`src/rtl/signal_phase_scheduler.sv`:
```
// Intersection phase sequencer: MAIN / TURN / PED greens separated by all-red CLEAR.
// Requests are latched and arbitrated round-robin; greens decode only from the state register.
module signal_phase_scheduler #(
   parameter int unsigned MIN_GREEN    = 8,
   parameter int unsigned TURN_CYCLES  = 4,
   parameter int unsigned PED_CYCLES   = 6,
   parameter int unsigned CLEAR_CYCLES = 2,
   parameter int unsigned TW           = 8
) (
   input  logic       clock,
   input  logic       reset,
   input  logic       pedestrian_button,
   input  logic       turn_sensor,
   output logic       pedestrian_green,
   output logic       up_green,
   output logic       down_green,
   output logic       turn_green,
   output logic [1:0] phase
);

   typedef enum logic [1:0] {
      StClear = 2'd0,
      StMain  = 2'd1,
      StTurn  = 2'd2,
      StPed   = 2'd3
   } state_e;

   localparam logic [TW-1:0] LdClear = TW'(CLEAR_CYCLES - 1);
   localparam logic [TW-1:0] LdMain  = TW'(MIN_GREEN - 1);
   localparam logic [TW-1:0] LdTurn  = TW'(TURN_CYCLES - 1);
   localparam logic [TW-1:0] LdPed   = TW'(PED_CYCLES - 1);
   localparam logic [TW-1:0] TOne    = TW'(1);
   localparam logic [TW-1:0] TZero   = '0;

   state_e          state_q, state_d;
   state_e          target_q, target_d;
   state_e          last_served_q, last_served_d;
   logic [TW-1:0]   t_q, t_d;
   logic            ped_req_q, ped_req_d;
   logic            turn_req_q, turn_req_d;

   // Timer reload value for the phase being entered from CLEAR.
   function automatic logic [TW-1:0] load_of(state_e s);
      case (s)
         StTurn:  load_of = LdTurn;
         StPed:   load_of = LdPed;
         StMain:  load_of = LdMain;
         default: load_of = LdClear;
      endcase
   endfunction

   // State, timer, request-latch and arbitration registers.
   always_ff @(posedge clock) begin
      if (reset) begin
         state_q       <= StClear;
         target_q      <= StMain;
         last_served_q <= StPed;
         t_q           <= LdClear;
         ped_req_q     <= 1'b0;
         turn_req_q    <= 1'b0;
      end else begin
         state_q       <= state_d;
         target_q      <= target_d;
         last_served_q <= last_served_d;
         t_q           <= t_d;
         ped_req_q     <= ped_req_d;
         turn_req_q    <= turn_req_d;
      end
   end

   // Next-state: timer countdown, phase transitions and round-robin target selection.
   always_comb begin
      state_d       = state_q;
      target_d      = target_q;
      last_served_d = last_served_q;
      t_d           = (t_q == TZero) ? TZero : t_q - TOne;
      ped_req_d     = ped_req_q | pedestrian_button;
      turn_req_d    = turn_req_q | turn_sensor;

      unique case (state_q)
         StClear: begin
            if (t_q == TZero) begin
               state_d = target_q;
               t_d     = load_of(target_q);
            end
         end
         StMain: begin
            if ((t_q == TZero) && (ped_req_q || turn_req_q)) begin
               state_d = StClear;
               t_d     = LdClear;
               if (ped_req_q && turn_req_q) begin
                  target_d = (last_served_q == StPed) ? StTurn : StPed;
               end else if (ped_req_q) begin
                  target_d = StPed;
               end else begin
                  target_d = StTurn;
               end
            end
         end
         StTurn, StPed: begin
            if (t_q == TZero) begin
               last_served_d = state_q;
               state_d       = StClear;
               target_d      = StMain;
               t_d           = LdClear;
            end
         end
      endcase

      // A latch clears on entry to its phase and ignores its input for the whole phase,
      // including the exit edge, so a held button cannot re-request itself.
      if ((state_d == StPed) || (state_q == StPed)) begin
         ped_req_d = 1'b0;
      end
      if ((state_d == StTurn) || (state_q == StTurn)) begin
         turn_req_d = 1'b0;
      end
   end

   // Output decode from the state register only.
   always_comb begin
      pedestrian_green = 1'b0;
      up_green         = 1'b0;
      down_green       = 1'b0;
      turn_green       = 1'b0;
      phase            = state_q;
      unique case (state_q)
         StMain: begin
            up_green   = 1'b1;
            down_green = 1'b1;
         end
         StTurn: begin
            up_green   = 1'b1;
            turn_green = 1'b1;
         end
         StPed:   pedestrian_green = 1'b1;
         StClear: ;
      endcase
   end

endmodule

```
`config.mk`:
```
export PLATFORM = sky130hd
export DESIGN_NAME = signal_phase_scheduler
export DESIGN_NICKNAME = d
export VERILOG_FILES = /design/src/rtl/signal_phase_scheduler.sv
export SDC_FILE = /design/constraint.sdc
export NUM_CORES = 1
export LEC_CHECK = 0
export CAP_MARGIN = 20
export CORE_MARGIN = 2
export CORE_UTILIZATION = 45
export DETAILED_ROUTE_END_ITERATION = 7
export PLACE_DENSITY = 0.69
export SYNTH_ARGS = -nofsm -noshare
export SYNTH_HDL_FRONTEND = slang
export SYNTH_SLANG_ARGS = --single-unit
```
`constraint.sdc`:
```
create_clock -name clock -period 2 [get_ports clock]
set_input_delay 0.2 -clock clock [delete_from_list [all_inputs] [get_ports clock]]
set_output_delay 0.2 -clock clock [all_outputs]
set_load 0.01 [all_outputs]
```
==> results.md <==
* Critical Path Source Type: flop
* Worst slack at placement at 23.04 ps
* Clk_lat worst skew at 280 ps
* Net Sw Power at 0.5592 mW
* Slew @ Worst Pin at 461.9 ps
* Max Clock Freq at 0.5156 GHz
* Final Max Tran Viols at 0
* Post-Syn Nets at 107
* DRC at 0
* Cell Pwr Density at 1312 nW/µm²
* Antenna-violating nets left at 0
* Register share of total power at 0.337
* First-pass GRT wire length at 2856 µm
* Via count at 778
* Layout cells sized above 1 at 0.1930
* Layout Skew at 7.512 ps
* R2r worst-path depth at 6
* Final Hold Viols at 0
* DR vias/cell at 5.597
* Worst slew margin at 0.6892
* Die area at 2285 µm²
* Synthesized area at 863.3 µm²
* Max Cap Violations at 0
* Non-Filler Instances at 139
* Final Setup Violations at 0
* Worst Path Max Fanout at 5
* Post-synthesis sequential area ratio at 0.3710
* Number of setup buffers added after CTS at 0
* GR Util met2 at 0.3200
* Final instance area at 1082 µm²
* Initial core utilization at 0.4894
* Wire length per cell at 13.50 µm
* Critical path's slowest cell: or4_4
* Setup_tns at 0 ps
* Largest net degree at the start of global routing at 11
* Clock root buffer: clkbuf_4
* Overall Power at 1.420 mW
* Synth Instances at 95
* Core Area at 1764 µm²
* Area grow syn2layout at 25.36%
* Clock sink count at 16
* Clock power frac at 0.117
* Resize count post-CTS at 0
* H-tree Lvls at 1
* Worst endpoint required time at 2190 ps
* Diodes inserted at 0
* Sw Ratio at 0.3938
* # fillers at 171
* Library cells used by synthesis at 35
* EDFF count, synth at 0
* Crit Path Class: reg2reg
* Site Rows at 15
* Synthesized flop and latch total at 16
* Worst setup margin at 60.57 ps
* Detailed placement HPWL at 1433 µm
* Internal power at 0.8609 mW
* Fin nets at 128
* Worst-path clk slew at 90 ps
* Worst EP arrival at 2130 ps
* Critical Path, Cell by Cell: inv_1, ha_1, or4_4, o311a_1, a31o_1, a2111oi_2
* Initial antenna violation count at 0
* Starting DRT DRC Count at 14
* Syn_area_per_cell at 9.088 µm²
* Synth warn at 0
* Worst hold stages at 1
* Met1 usage at 0.2050
* Final wirelength at 1876 µm
* Vias in the first global route at 685
* Async SR Flop Fraction at 0
* CP endpoint kind: flop
* Total global routing overflow at 0
* Hold buffer count at CTS at 0
* Ys flop type: dfxtp_1
* DIE HEIGHT at 47.80 µm
* TritonCTS buffer count at 3
* Port bufs at 9
* Placed inst area at 1050 µm²
* Fin crit share at 0.9697
* TritonCTS clock tree: yes
* I/O Pins at 10
* DR pass1 iterations at 4
* CTS max path bufs at 2
* Crit path time final at 1939 ps
* Gpl congestion at 0.8179
* Hold Crit Class: reg2reg
* Placed insts at 136
* Result of the run: completed
* Worst vdd ir at 0.5359 mV
* Die X at 47.80 µm
* Most Used Layer, Global Route: met2
* M3 GR Usage at 0.03396
* Crit-path max cell delay at 550 ps
* GRT Total Usage at 0.1817
* Logic pwr share at 0.546
* Leak at 0.4331 nW
[cell usage in the layout (no fill, tap or decap), types with 3 or more instances in the layout]
cell type,n
ha_1,7
dfxtp_1,14
buf_4,9
nor2_1,17
inv_1,5
clkdlybuf4s50_1,9
clkbuf_4,3
xnor2_1,3
nand2_1,8
[per-layer routing]
| metal | vias up | part of all wire |
|---|---|---|
| li1 | 386 | - |
| met1 | 368 | 0.42 |
| met2 | 20 | 0.52 |
| met3 | 4 | 0.037 |
| met4 | 0 | 0.019 |
| met5 | - | 0 |
[power by group through the flow]
stage | clock [mW] | combinational, mW | sequential [mW]
6_report | 0.166 | 0.775 | 0.479
5_1_grt | 0.184 | 0.852 | 0.487
4_1_cts | 0.177 | 0.757 | 0.475
3_5_place_dp | 0 | 0.750 | 0.483
3_3_place_gp | 0 | 0.745 | 0.478
2_1_floorplan | 0 | 0.509 | 0.477
[worst max-delay path, delay by kind of cell, from the launching register on]
kind,cells,cell delay (ps)
fa+ha+maj,1,210
simple gates,1,550
buf+inv,1,70
compound gates,3,630
flops,1,380
[cells in the mapped netlist, types with 3 or more instances]
cell | number | share of area
dfxtp_1 | 16 | 0.37
ha_1 | 8 | 0.12
inv_1 | 5 | 0.022
nand2_1 | 8 | 0.035
nor2_1 | 17 | 0.074
xnor2_1 | 3 | 0.030
[sequential cells by signal, indices dropped and copies added, names as in the netlist]
name / cells
turn_req_q: 1
target_q: 2
ped_req_q: 1
last_served_q: 2
t_q: 8
phase: 2
[final timing paths]
| check | start | slack, ps | end |
|---|---|---|---|
| max reg2reg | phase[0]$_SDFF_PP0_ | 60 | ped_req_q$_SDFF_PP0_ |
| min reg2reg | last_served_q[1]$_SDFFE_PP1P_ | 470 | last_served_q[1]$_SDFFE_PP1P_ |
| min | last_served_q[1]$_SDFFE_PP1P_ | 470 | last_served_q[1]$_SDFFE_PP1P_ |
| max | phase[0]$_SDFF_PP0_ | 60 | ped_req_q$_SDFF_PP0_ |
[logic make-up (layout without fill, tap and decap cells)]
group,Yosys count,after routing,synth area share
adder cells (fa/ha/maj),8,8,0.1159
XOR/XNOR,5,5,0.05073
AO/OA/AOI/OAI,16,16,0.1667
flip-flops,16,16,0.3710
AND/OR/NAND/NOR,41,41,0.2420
buffers and inverters,7,26,0.03044
multiplexers,2,2,0.02319
[cell type report]
type,instances,area (µm²),share of cell area
repair buffers,18,157.7,0.1457
inverters,5,18.77,0.01734
clock buffers,3,22.52,0.02081
multi-input cells,72,526.8,0.4867
flip-flops and latches,16,325.3,0.3006
well taps,25,31.28,0.02890
[per-stage QoR]
step	hold slack, ps	utilization
after floorplan	372.6	-
after global placement	444.8	0.5950
after detailed placement	450.1	0.5950
after CTS	471.3	0.6078
after global routing	506.7	0.6135
final	467.1	0.6135
(Power assumes the default switching activity.)
==> patch 1, RTL diff (config.mk and constraints unchanged) <==
Change the parameter `TW` from 8 to 16.
--- a/src/rtl/signal_phase_scheduler.sv
+++ b/src/rtl/signal_phase_scheduler.sv
@@ -5,7 +5,7 @@
    parameter int unsigned TURN_CYCLES  = 4,
    parameter int unsigned PED_CYCLES   = 6,
    parameter int unsigned CLEAR_CYCLES = 2,
-   parameter int unsigned TW           = 8
+   parameter int unsigned TW           = 16
 ) (
    input  logic       clock,
    input  logic       reset,
Behaviour: same outputs for any inputs over 10 cycles, from zero or initial values and one cycle with reset high; that may be too few to reach the edited logic, so the function may still have changed.
==> patch 1 against the original RTL <==
- setup slack improved by 0.049 ns
- area after synthesis is 42% higher
- sequential cell count increased by 8
- utilization down 2.6 points
- critical endpoint is now t_q[12]
- routed wire length rose by 33%
- largest power group unchanged
- largest cell class unchanged
- non-clock buffer count did not move
- power is 42% higher
- final area is 38% higher
- highest routed layer unchanged
==> patch 1: results (changes against the original RTL) <==
[global_route]
met3_usage_pct=2.53  ; was 3.40%
gr-usage-all-layers_pct=16.6  ; was 18.2%
grt_pass1_vias=1036  ; was 685
global_route.usage.met2_pct=28.2  ; was 32.0%
grt_max_degree=16  ; was 11
grtUsageMet1_pct=20.2  ; was 20.5%

[layout]
drive_gt1_share_pct=18.6  ; was 19.3%
largest_register_ff_count=16  ; was 8
n_fill_cell=234  ; was 171

[synth]
ys_seq_area_share_pct=39.1  ; was 37.1%
synth_compound_area_share_pct=14.0  ; was 16.7%
synth_common_cells=dfxtp_1 (24), nor2_1 (24), nand2_1 (9), xnor2_1 (9)  ; was nor2_1 (17), dfxtp_1 (16), ha_1 (8), nand2_1 (8), inv_1 (5)
synth_xor_area_share_pct=7.83  ; was 5.07%
synthCells=142  ; was 95
synth_nets=154  ; was 107
synthMuxAreaShare_pct=0.814  ; was 2.32%
ys_types=36  ; was 35

[routing]
num_vias=1078  ; was 778
finalWirelength_um=2500  ; was 1880 um
vias_per_cell=5.64  ; was 5.60
drtIter0Drc=21  ; was 14

[critical_path]
crit_arrival_ns=2.15  ; was 2.13 ns
critPathSlowestCell=or4b_4  ; was or4_4
cp_max_fo=3  ; was 5

[place]
place.gp.congestion=0.885  ; was 0.818
dpl.cell_count=186  ; was 136

[hold_path]
worstHoldPathType=input pin to flop  ; was flop to flop

[clocking]
clk_pin_slew_ns=0.13  ; was 0.09 ns

[sta]
slew_headroom_pct=73.9  ; was 68.9%

[run_status]
status=finished clean  ; unchanged

[power_and_ir_drop]
peakVddDrop_mv=0.754  ; was 0.536 mV

-- patch 1: changes by cell type in the layout (fill, tap and decap cells not counted), sizes merged, moves of 3 or more --
cell   before  now
or3         1    5
dfxtp      16   24
nand3       2    5
nor4        2    7
nor2       17   24
inv         5    8
xnor2       3    9
o21ai       0    6
-- patch 1: path summary, 6_finish.rpt --
kind                            depth (start not counted)          to         from  slack (ns)
worst max-delay path                                    6     t_q[12]       t_q[1]        0.11
worst min-delay path                                    3  turn_req_q  turn_sensor        0.47
worst min register to register                          2     t_q[15]      t_q[15]        0.53
worst max register to register                          6     t_q[12]       t_q[1]        0.11
-- patch 1: repair_timing --
action,in CTS,in global routing
hold buffers,0,0
endpoints found under the setup margin,6,9
pin swaps,1,3
buffers inserted,1,0
resized for setup,4,11
-- patch 1: logic make-up (layout without fill, tap and decap cells) --
logic type,after synthesis,count (layout)
mux,1,1
fa+ha+maj,8,8
compound gates,25,25
flops,24,24
buf+inv,11,30
simple gates,62,62
xor+xnor,11,11
-- patch 1: layout make-up --
type,count,area [sq um],share of cell area (%)
clock buffers,4,36.3,2.43
inverters,8,30.0,2.01
multi-input cells,107,748,50.0
flip-flops and latches,24,485,32.5
well taps,30,37.5,2.51
repair buffers,18,158,10.5
-- patch 1: worst reg2reg max path, delay by kind of cell (launching register included) --
family                   cells  cell delay, ns
buffers and inverters        1            0.09
AND/OR/NAND/NOR              3            1.15
adder cells (fa/ha/maj)      1            0.14
AO/OA/AOI/OAI                1            0.11
flip-flops                   1            0.35
-- patch 1: power breakdown --
group / switching (mW) / internal, mW / leakage, nW / total, mW
Combinational: 0.502 / 0.511 / 0.373 / 1.01
Sequential: 0.140 / 0.603 / 0.197 / 0.744
Clock: 0.143 / 0.111 / 0.0210 / 0.254
Total: 0.785 / 1.23 / 0.592 / 2.01
-- patch 1: per-layer routing --
| layer | vias to the layer above | routed length (um) |
|---|---|---|
| met5 | - | 0 |
| met4 | 0 | 45 |
| met3 | 5 | 75 |
| met2 | 20 | 1250 |
| met1 | 511 | 1130 |
| li1 | 542 | - |
-- patch 1: metrics by stage --
step	hold slack (ns)	worst slack, ns	util, %	cell area (sq um)
after floorplan	0.373	0.0700	-	1230
after CTS	0.466	0.0106	57.4	1460
after detailed placement	0.511	-0.0688	55.2	1410
final	0.472	0.109	58.8	1500
after global routing	0.489	-0.0466	58.8	1500
after global placement	0.506	0.0743	55.2	1410
==> patch 2, RTL diff (same settings) <==
Made on the original files. Reset style: asynchronous (`reset`), changed in one clocked block.
--- a/src/rtl/signal_phase_scheduler.sv
+++ b/src/rtl/signal_phase_scheduler.sv
@@ -50,7 +50,7 @@
    endfunction
 
    // State, timer, request-latch and arbitration registers.
-   always_ff @(posedge clock) begin
+   always_ff @(posedge clock or posedge reset) begin
       if (reset) begin
          state_q       <= StClear;
          target_q      <= StMain;
Formal check against the unedited RTL: differs if reset is asserted again (counterexample within 4 cycles, from zero or initial values and one cycle with reset high); with reset held inactive, the same outputs for 10 cycles.
==> patch 2 against the original RTL <==
- hold slack worse by 0.18 ns
- count of clock-buffer cells in the layout is 1 higher
- final area grew 9.1%
- global-route usage grew 0.85 points
- routed wire length rose by 14%
- sequential cell count is the same
- clock skew down 0.0035 ns
- critical path type is now flop to output pin
- maximum frequency up 2.7%
- non-clock buffer count shrank 3
- utilization is 2.3 points lower
- area after synthesis increased by 13%
- setup slack improved by 0.051 ns
Power is not compared: it rests on default switching activity, and its combinational part moved more than twofold at a synthesized area within 25%.
==> patch 2: results (changes against the original RTL) <==
[synth]
synth_common_cells=dfrtp_1 (12), ha_1 (8), inv_1 (8), nor2_1 (8), nand2_1 (5)  ; was nor2_1 (17), dfxtp_1 (16), ha_1 (8), nand2_1 (8), inv_1 (5)
synth_area_per_cell_sq_um=10.6  ; was 9.09 sq um
ys_seq_area_share_pct=41.6  ; was 37.1%
ys_types=36  ; was 35
async_flop_share_pct=100  ; was 0%
synth_area_leaders=dfrtp_1 (31%), dfstp_2 (11%), ha_1 (10%)  ; was dfxtp_1 (37%), ha_1 (12%), nor2_1 (7.4%)
synth_nets=104  ; was 107

[critical_path]
crit_arrival_ns=1.69  ; was 2.13 ns
cp_max_fo=3  ; was 5

[sta]
finClkSkew_ns=0.00403  ; was 0.00751 ns
worst_pin_slew_ns=0.622  ; was 0.462 ns

[place]
dpl.cell_count=132  ; was 136
placed_area_sq_um=1130  ; was 1050 sq um
dpl.hpwl_um=1590  ; was 1430 um
place.gp.congestion=0.803  ; was 0.818

[routing]
drtIter0Drc=28  ; was 14
finalWirelength_um=2140  ; was 1880 um
num_vias=768  ; was 778

[layout]
nets=123  ; was 128
n_fill_cell=184  ; was 171
drive_gt1_share_pct=24.5  ; was 19.3%
final-seq-area_sq_um=407  ; was 325 sq um
fin_cells=137  ; was 139

[global_route]
grt_pass1_wl_um=3520  ; was 2860 um
grt_pass1_vias=788  ; was 685

[clocking]
clock_latency_ns=0.29
clk_path_buf_depth=2  ; unchanged

[run_status]
status=finished clean  ; unchanged

## patch 2: stage by stage
stage               hold slack (ns)  setup WS, ns
finish                        0.287         0.112
global route                  0.345        0.0112
CTS                           0.304        0.0198
detailed placement            0.576         0.150
global placement              0.562         0.169
floorplan                     0.111        0.0355
## patch 2: cell families (layout without fill, tap and decap cells)
| logic type | count (synthesis) | in the layout | share of synthesized area (%) |
|---|---|---|---|
| flip-flops | 16 | 16 | 41.6 |
| multiplexers | 4 | 4 | 4.37 |
| buffers and inverters | 9 | 27 | 3.47 |
| adder cells (fa/ha/maj) | 8 | 8 | 10.3 |
| AND/OR/NAND/NOR | 28 | 28 | 17.1 |
| AO/OA/AOI/OAI | 23 | 23 | 19.5 |
| XOR/XNOR | 4 | 4 | 3.60 |
## patch 2: where the power goes
part | internal [mW] | switching (mW)
clock | 0.111 | 0.105
sequential | 0.324 | 0.0000000000000000926
combinational | 0.00522 | 0.00695
## patch 2: worst max-delay path: stages (launching register included)
cell and delay [ns]:
dfrtp_1 0.37, inv_1 0.06, buf_4 0.15, ha_1 0.28, clkdlybuf4s50_1 0.54
## patch 2: what timing repair did
| item | CTS | global route |
|---|---|---|
| pin swaps | 0 | 0 |
| resized for setup | 0 | 2 |
| buffers inserted | 1 | 0 |
| endpoints found under the setup margin | 1 | 1 |
## patch 2: layout make-up
type | count | share of cell area [%]
Clock buffer | 4 | 3.07
Inverter | 8 | 2.54
Multi-Input combinational cell | 67 | 45.4
Sequential cell | 16 | 34.4
Tap cell | 27 | 2.86
Timing Repair Buffer | 15 | 11.7
## patch 2: routing by layer
layer	routed length (um)	share of wire, %	GRT usage, %	up-vias
met5	0	0	0	-
met4	44	2.1	10.8	0
met3	58	2.7	2.68	5
met2	1070	50	32.2	19
met1	966	45	23.0	376
li1	-	-	-	368
## patch 2: path summary, 6_finish.rpt
kind                          endpoint  slack (ns)   startpoint  cells after the start
hold / removal                phase[1]        0.29        reset                      2
setup reg to reg             ped_req_q        0.12       t_q[1]                      7
min in group clock          turn_req_q        0.50  turn_sensor                      3
setup / recovery              up_green        0.11     phase[1]                      4
max in group asynchronous     phase[0]        1.28        reset                      2
hold reg to reg            target_q[0]        0.59  target_q[0]                      2
